==> src/rtl/ex_madd.sv <==
// Multi-cycle MADD/MADDU/MSUB/MSUBU sequencer for the EX stage: {HI,LO} +/- rs*rt.
// Define MADD_SHIFTADD_EN to replace the single-cycle multiply with a 32-step shift-add.
module ex_madd #(
    parameter int DATA_W = 32
) (
    input  logic              clk,
    input  logic              rst,
    input  logic              start_i,
    input  logic [1:0]        op_i,
    input  logic [DATA_W-1:0] opdata1_i,
    input  logic [DATA_W-1:0] opdata2_i,
    input  logic [DATA_W-1:0] hi_i,
    input  logic [DATA_W-1:0] lo_i,
    input  logic              hold_i,
    input  logic              cancel_i,
    output logic              stallreq_o,
    output logic [DATA_W-1:0] hi_o,
    output logic [DATA_W-1:0] lo_o,
    output logic              whilo_o
);

    typedef enum logic [1:0] {IDLE, MUL, ACC, DONE} state_t;

    state_t                state;
    logic                  sub_r;
    logic [DATA_W-1:0]     a_r;
    logic [DATA_W-1:0]     b_r;
    logic [2*DATA_W-1:0]   prod_r;
    logic [2*DATA_W-1:0]   acc_res;

`ifdef MADD_SHIFTADD_EN
    localparam int CNT_W = $clog2(DATA_W);
    logic [CNT_W-1:0]      cnt;
    logic                  neg_r;
    logic [2*DATA_W-1:0]   term;
    logic [2*DATA_W-1:0]   part_sum;

    always_comb begin
        term = '0;
        if (b_r[cnt])
            term = {{DATA_W{1'b0}}, a_r} << cnt;
        part_sum = prod_r + term;
    end
`else
    logic                  sgn_r;
    logic [2*DATA_W-1:0]   a_ext;
    logic [2*DATA_W-1:0]   b_ext;

    // Extending both operands to 2*DATA_W makes the truncated product correct for signed and unsigned.
    always_comb begin
        a_ext = {{DATA_W{sgn_r & a_r[DATA_W-1]}}, a_r};
        b_ext = {{DATA_W{sgn_r & b_r[DATA_W-1]}}, b_r};
    end
`endif

    always_comb begin
        acc_res = sub_r ? ({hi_i, lo_i} - prod_r) : ({hi_i, lo_i} + prod_r);
    end

    always_comb begin
        stallreq_o = 1'b0;
        if (!rst)
            stallreq_o = ((state == IDLE) && start_i) || (state == MUL) || (state == ACC);
    end

    always_ff @(posedge clk) begin
        if (rst) begin
            state   <= IDLE;
            sub_r   <= 1'b0;
            a_r     <= '0;
            b_r     <= '0;
            prod_r  <= '0;
            hi_o    <= '0;
            lo_o    <= '0;
            whilo_o <= 1'b0;
`ifdef MADD_SHIFTADD_EN
            cnt     <= '0;
            neg_r   <= 1'b0;
`else
            sgn_r   <= 1'b0;
`endif
        end else if (cancel_i) begin
            state   <= IDLE;
            whilo_o <= 1'b0;
`ifdef MADD_SHIFTADD_EN
            cnt     <= '0;
`endif
        end else if (!hold_i) begin
            case (state)
                IDLE: begin
                    if (start_i) begin
                        sub_r <= op_i[1];
                        state <= MUL;
`ifdef MADD_SHIFTADD_EN
                        // Iterate on magnitudes; the sign is reapplied on the last step.
                        a_r    <= (!op_i[0] && opdata1_i[DATA_W-1]) ? -opdata1_i : opdata1_i;
                        b_r    <= (!op_i[0] && opdata2_i[DATA_W-1]) ? -opdata2_i : opdata2_i;
                        neg_r  <= !op_i[0] && (opdata1_i[DATA_W-1] ^ opdata2_i[DATA_W-1]);
                        prod_r <= '0;
                        cnt    <= '0;
`else
                        a_r    <= opdata1_i;
                        b_r    <= opdata2_i;
                        sgn_r  <= !op_i[0];
`endif
                    end
                end
                MUL: begin
`ifdef MADD_SHIFTADD_EN
                    cnt <= cnt + 1'b1;
                    if (cnt == '1) begin
                        prod_r <= neg_r ? -part_sum : part_sum;
                        state  <= ACC;
                    end else begin
                        prod_r <= part_sum;
                    end
`else
                    prod_r <= a_ext * b_ext;
                    state  <= ACC;
`endif
                end
                ACC: begin
                    {hi_o, lo_o} <= acc_res;
                    whilo_o      <= 1'b1;
                    state        <= DONE;
                end
                default: begin
                    whilo_o <= 1'b0;
                    state   <= IDLE;
                end
            endcase
        end
    end

endmodule

==> config.mk <==
export PLATFORM = sky130hd
export DESIGN_NAME = ex_madd
export DESIGN_NICKNAME = d
export VERILOG_FILES = /design/src/rtl/ex_madd.sv
export SDC_FILE = /design/constraint.sdc
export NUM_CORES = 2
export LEC_CHECK = 0
export BUFFER_PORTS_ARGS = -buffer_cell sky130_fd_sc_hd__buf_2
export CAP_MARGIN = 20
export CELL_PAD_IN_SITES_DETAIL_PLACEMENT = 1
export CELL_PAD_IN_SITES_GLOBAL_PLACEMENT = 1
export CORE_MARGIN = 10
export CORE_UTILIZATION = 50
export CTS_CLUSTER_SIZE = 20
export DETAILED_ROUTE_END_ITERATION = 16
export PLACE_DENSITY_LB_ADDON = 0.2
export SLEW_MARGIN = 40
export SYNTH_ARGS = -nofsm -noshare
export SYNTH_HDL_FRONTEND = slang
export SYNTH_SLANG_ARGS = --single-unit
export TNS_END_PERCENT = 5
==> constraint.sdc <==
create_clock -name clk -period 14.1 [get_ports clk]
set_clock_uncertainty 0.2 [all_clocks]
set_input_delay 4.23 -clock clk [delete_from_list [all_inputs] [get_ports clk]]
set_output_delay 4.23 -clock clk [all_outputs]
set_load 0.03 [all_outputs]
Yosys cells after proc, flatten, opt, wreduce, memory -nomap -nowiden --
Cells that the tools add are included.
Word-level totals: register bits 197, input port bits 135, output and inout bits 66, logic and storage cells 37
Cells by class: $add $sub $neg 2, $mul 1, eq/ne operators 3, mux-type cells 5, bitwise operators 5, reductions and logical operators 12
Operators with widths (count):
- $add A64 B64 Y64 | 1
- $mul A33 B33 Y64 | 1
- $mux W64 | 1
- $sub A64 B64 Y64 | 1
- $pmux W2 S3 | 1
- $reduce_and A3 Y1 | 2
- $reduce_and A2 Y1 | 2
- $reduce_and A4 Y1 | 1
- $reduce_or A2 Y1 | 2
- $not A1 Y1 | 3
- $and A1 B1 Y1 | 2
- $eq A2 B1 Y1 const B | 1
- $eq A2 B2 Y1 const B | 1
- $logic_not A2 Y1 | 1
- $logic_or A1 B1 Y1 | 2
- $mux W2 | 1
- $ne A2 B2 Y1 const B | 1
- $pmux W1 S2 | 1
- $logic_and A1 B1 Y1 | 1
- $logic_not A1 Y1 | 1
- $mux W1 | 1

Depth between registers and ports, before layout --
word-level depth 5, depth in mapped cells 30, gate-level depth less buffers 28

Worst setup path after synthesis --
OpenSTA, ideal clock, no wires.
path type input-to-output, from in rst, to out stallreq_o, arrival 5.457 ns, required time 9.670 ns, slack 4.213 ns, stages 5, buffers on the path 4, path through clkbuf_1 -> clkbuf_1 -> clkbuf_1 -> clkbuf_1 -> a21oi_1
On the way: word-level cells in the longest chain between the ends 1
Ends and longest elaborated chain:
- start: declaration | RTL line 7 | input logic rst,
- $mux W1 | RTL line 62 | if (!rst)
- end: declaration | RTL line 16 | output logic stallreq_o,
Every way passes these cells.

Worst setup path after layout --
from reg a_r[31], to reg prod_r[62]
On the way: word-level cells in the longest chain between the ends 2
Ends and longest elaborated chain:
- start: declaration | RTL line 26 | logic [DATA_W-1:0] a_r;
- start signal: assignment | RTL line 102 | a_r <= opdata1_i;
- $and A1 B1 Y1 | RTL line 51 | a_ext = {{DATA_W{sgn_r & a_r[DATA_W-1]}}, a_r};
- $mul A33 B33 Y64 * | RTL line 118 | prod_r <= a_ext * b_ext;
- end signal: assignment | RTL line 118
- end: declaration | RTL line 28 | logic [2*DATA_W-1:0] prod_r;
Mark *: on every way between the ends. The rest lies on a longest branch, timed or not. A chain may end at the register's enable or synchronous reset.

==> impl_metrics.env <==
export IMPL_status="finished, final reports clean"
export IMPL_slowest_stage="fa_1"
export IMPL_first_global_vias=44900
export IMPL_criticalPathCategory="reg -> reg"
export IMPL_synth_seq_area_share=0.0793
export IMPL_synth_top_area_share=0.453
export IMPL_whs_ns=0.254
export IMPL_grt_pass1_wl_um=254000
export IMPL_die_x_um=335
export IMPL_detail_route_antenna_nets=0
export IMPL_tightest_slew_ns=0.915
export IMPL_ioPinCount=201
export IMPL_drc=0
export IMPL_irDropWorstVdd_v=0.0000802
export IMPL_endpoint_kind="flop"
export IMPL_startpoint_type="flop"
export IMPL_avgSynthCellArea_um2=8.64
export IMPL_crit_arrival_ns=10.02
export IMPL_clock_path_buffers=2
export IMPL_cts_resized=0
export IMPL_cts_reportedPaths_clkPinSlew_ns=0.09
export IMPL_grt_max_degree=68
export IMPL_htreeDepth=4
export IMPL_syn_area_um2=49800
export IMPL_post_dp_hpwl_um=129000
export IMPL_slew_violations=0
export IMPL_layout_area_overhead_vs_synth_pct=5.33
export IMPL_grt_use_total=0.288
export IMPL_slew_headroom=0.389
export IMPL_setup_viol=0
export IMPL_yosysWarnings=0
export IMPL_nNetsFinal=7261
export IMPL_antenna_cells=0
export IMPL_wl_per_cell_um=22.5
export IMPL_syn_nets=7300
export IMPL_cp_common_cell="fa_1"
export IMPL_worstPathRequired_ns=14.30
export IMPL_p_per_area_nw_per_um2=32.6
export IMPL_mostFrequentLayoutCells="inv_1 (1,133), fa_1 (1,125), nand2_1 (1,033)"
export IMPL_clock_fmax_mhz=102
export IMPL_synthFlopType="dfxtp_1"
export IMPL_drtPass1Iterations=5
export IMPL_drt_wl_total_um=158000
export IMPL_post_route_period_util=0.696
export IMPL_cts_tree="yes"
export IMPL_fin_tns_setup_ns=0
export IMPL_worstSkewPairLatency_ns=0.51
export IMPL_postCtsSetupBuffers=0
export IMPL_globalplace_congestion=0.916
export IMPL_drive_gt1_frac=0.0645
export IMPL_die_area_um2=113000
export IMPL_period_minus_slack_ns=9.82
export IMPL_cp_slowest_stage_delay_ns=1.04
export IMPL_synth_distinct_cells=82
export IMPL_synthTopCellsByArea="fa_1 (45%), inv_1 (8.5%), dfxtp_1 (7.9%)"
export IMPL_ys_ff_latch=197
export IMPL_die_h_um=335
export IMPL_gr_total_overflow=0
export IMPL_leakage_uw=0.0250
export IMPL_core_um2=98600
export IMPL_postSynthCellCount=5760
export IMPL_cts_buffers=17
export IMPL_cts_sinks=197
export IMPL_hp_class="reg -> reg"
export IMPL_clockRootBuffer="clkbuf_16"
export IMPL_antenna_found_initial=6
export IMPL_reg2reg_slack_ns=4.28
export IMPL_async_flop_share=0
export IMPL_drt_vias_per_instance=5.63
export IMPL_core_rowCount=115
export IMPL_floorplan_initialDensity=0.505
export IMPL_mostFrequentLayoutCell="inv_1"
export IMPL_drt_initial_drc_count=2432
export IMPL_port_buffers=200
export IMPL_synth_edf_count=0
export IMPL_hold_viol_final=0
export IMPL_yosysTopAreaCell="fa_1"
export IMPL_crit_fanout=52
export IMPL_vias=39500
export IMPL_grt_setup_unrepaired="no"
export IMPL_max_cap_viol_count=0
export IMPL_holdBufCountCts=0
## final timing paths
check | from | end | depth (start not counted)
worst max-delay path | a_r[31]$_SDFFE_PP0P_ | prod_r[62]$_SDFFE_PP0P_ | 27
worst min-delay path | hi_o[22]$_SDFFE_PP0P_ | hi_o[22]$_SDFFE_PP0P_ | 2
worst max register to register | a_r[31]$_SDFFE_PP0P_ | prod_r[62]$_SDFFE_PP0P_ | 27
worst min register to register | hi_o[22]$_SDFFE_PP0P_ | hi_o[22]$_SDFFE_PP0P_ | 2
## critical path, delay by kind of cell (launching register included)
kind	cells	cell delay [ns]
flops	1	0.32
buf+inv	6	1.26
simple gates	5	0.91
fa+ha+maj	9	5.14
compound gates	7	1.82
## cells in the mapped netlist, types with 5 or more instances
master / n
and2_1: 367
dfxtp_1: 197
nor3b_1: 6
nor2_1: 186
o21bai_1: 31
a211oi_1: 29
a211o_1: 5
nand2_1: 1034
o21a_1: 16
or4_1: 10
inv_1: 1133
o21ai_0: 93
a21o_1: 65
mux2i_1: 7
a311oi_1: 5
o31ai_1: 12
buf_1: 8
nand2b_1: 14
clkbuf_1: 315
a21oi_1: 315
ha_1: 279
or3_1: 10
xor2_1: 29
nor2b_1: 13
a31oi_1: 22
and4_1: 5
nand3b_1: 6
buf_2: 5
nand3_1: 41
fa_1: 1126
xnor2_1: 142
nor3_1: 41
nor4_1: 14
o211ai_1: 8
or2_2: 6
a32o_1: 8
nand4_1: 33
and3_1: 35
## sequential cells by signal (all words and copies together) (netlist names), 2 cells and up
name    cells
prod_r     64
b_r        32
a_r        32
lo_o       32
state       2
hi_o       32
## stage by stage
step	power (uW)	area [um^2]	worst slack (ns)	std cells	util
detailed placement	1180	51800	4.42	6989	0.525
floorplan	969	49800	4.21	5760	-
finish	1710	52400	4.28	7021	0.532
global placement	1160	51700	4.57	6986	0.524
CTS	1720	52400	4.34	7021	0.532
global route	1800	52400	3.65	7021	0.532
## cell families after synthesis
family,synth area share
xor+xnor,0.0304
compound gates,0.0840
buf+inv,0.111
mux,0.00141
simple gates,0.171
flops,0.0793
fa+ha+maj,0.523
## metal layers
metal / routed length (um) / vias to the layer above / global-route usage
met5: 0 / - / 0
met4: 4610 / 0 / 0.0816
li1: - / 17300 / -
met2: 79600 / 1035 / 0.504
met1: 66000 / 20900 / 0.371
met3: 8010 / 233 / 0.0363
## cell type report
class / count / area (um^2)
Clock buffer: 17 / 425
Clock inverter: 15 / 190
Fill cell: 11600 / 46100
Inverter: 1133 / 4250
Multi-Input combinational cell: 4100 / 40400
Sequential cell: 197 / 3980
Tap cell: 1287 / 1610
Timing Repair Buffer: 272 / 1600
## power breakdown
part | total, uW | internal, uW | switching (uW)
combinational | 588 | 201 | 388
sequential | 580 | 563 | 17.2
clock | 538 | 245 | 293
total | 1710 | 1010 | 698
No activity file was read; power rests on OpenSTA's default activity.
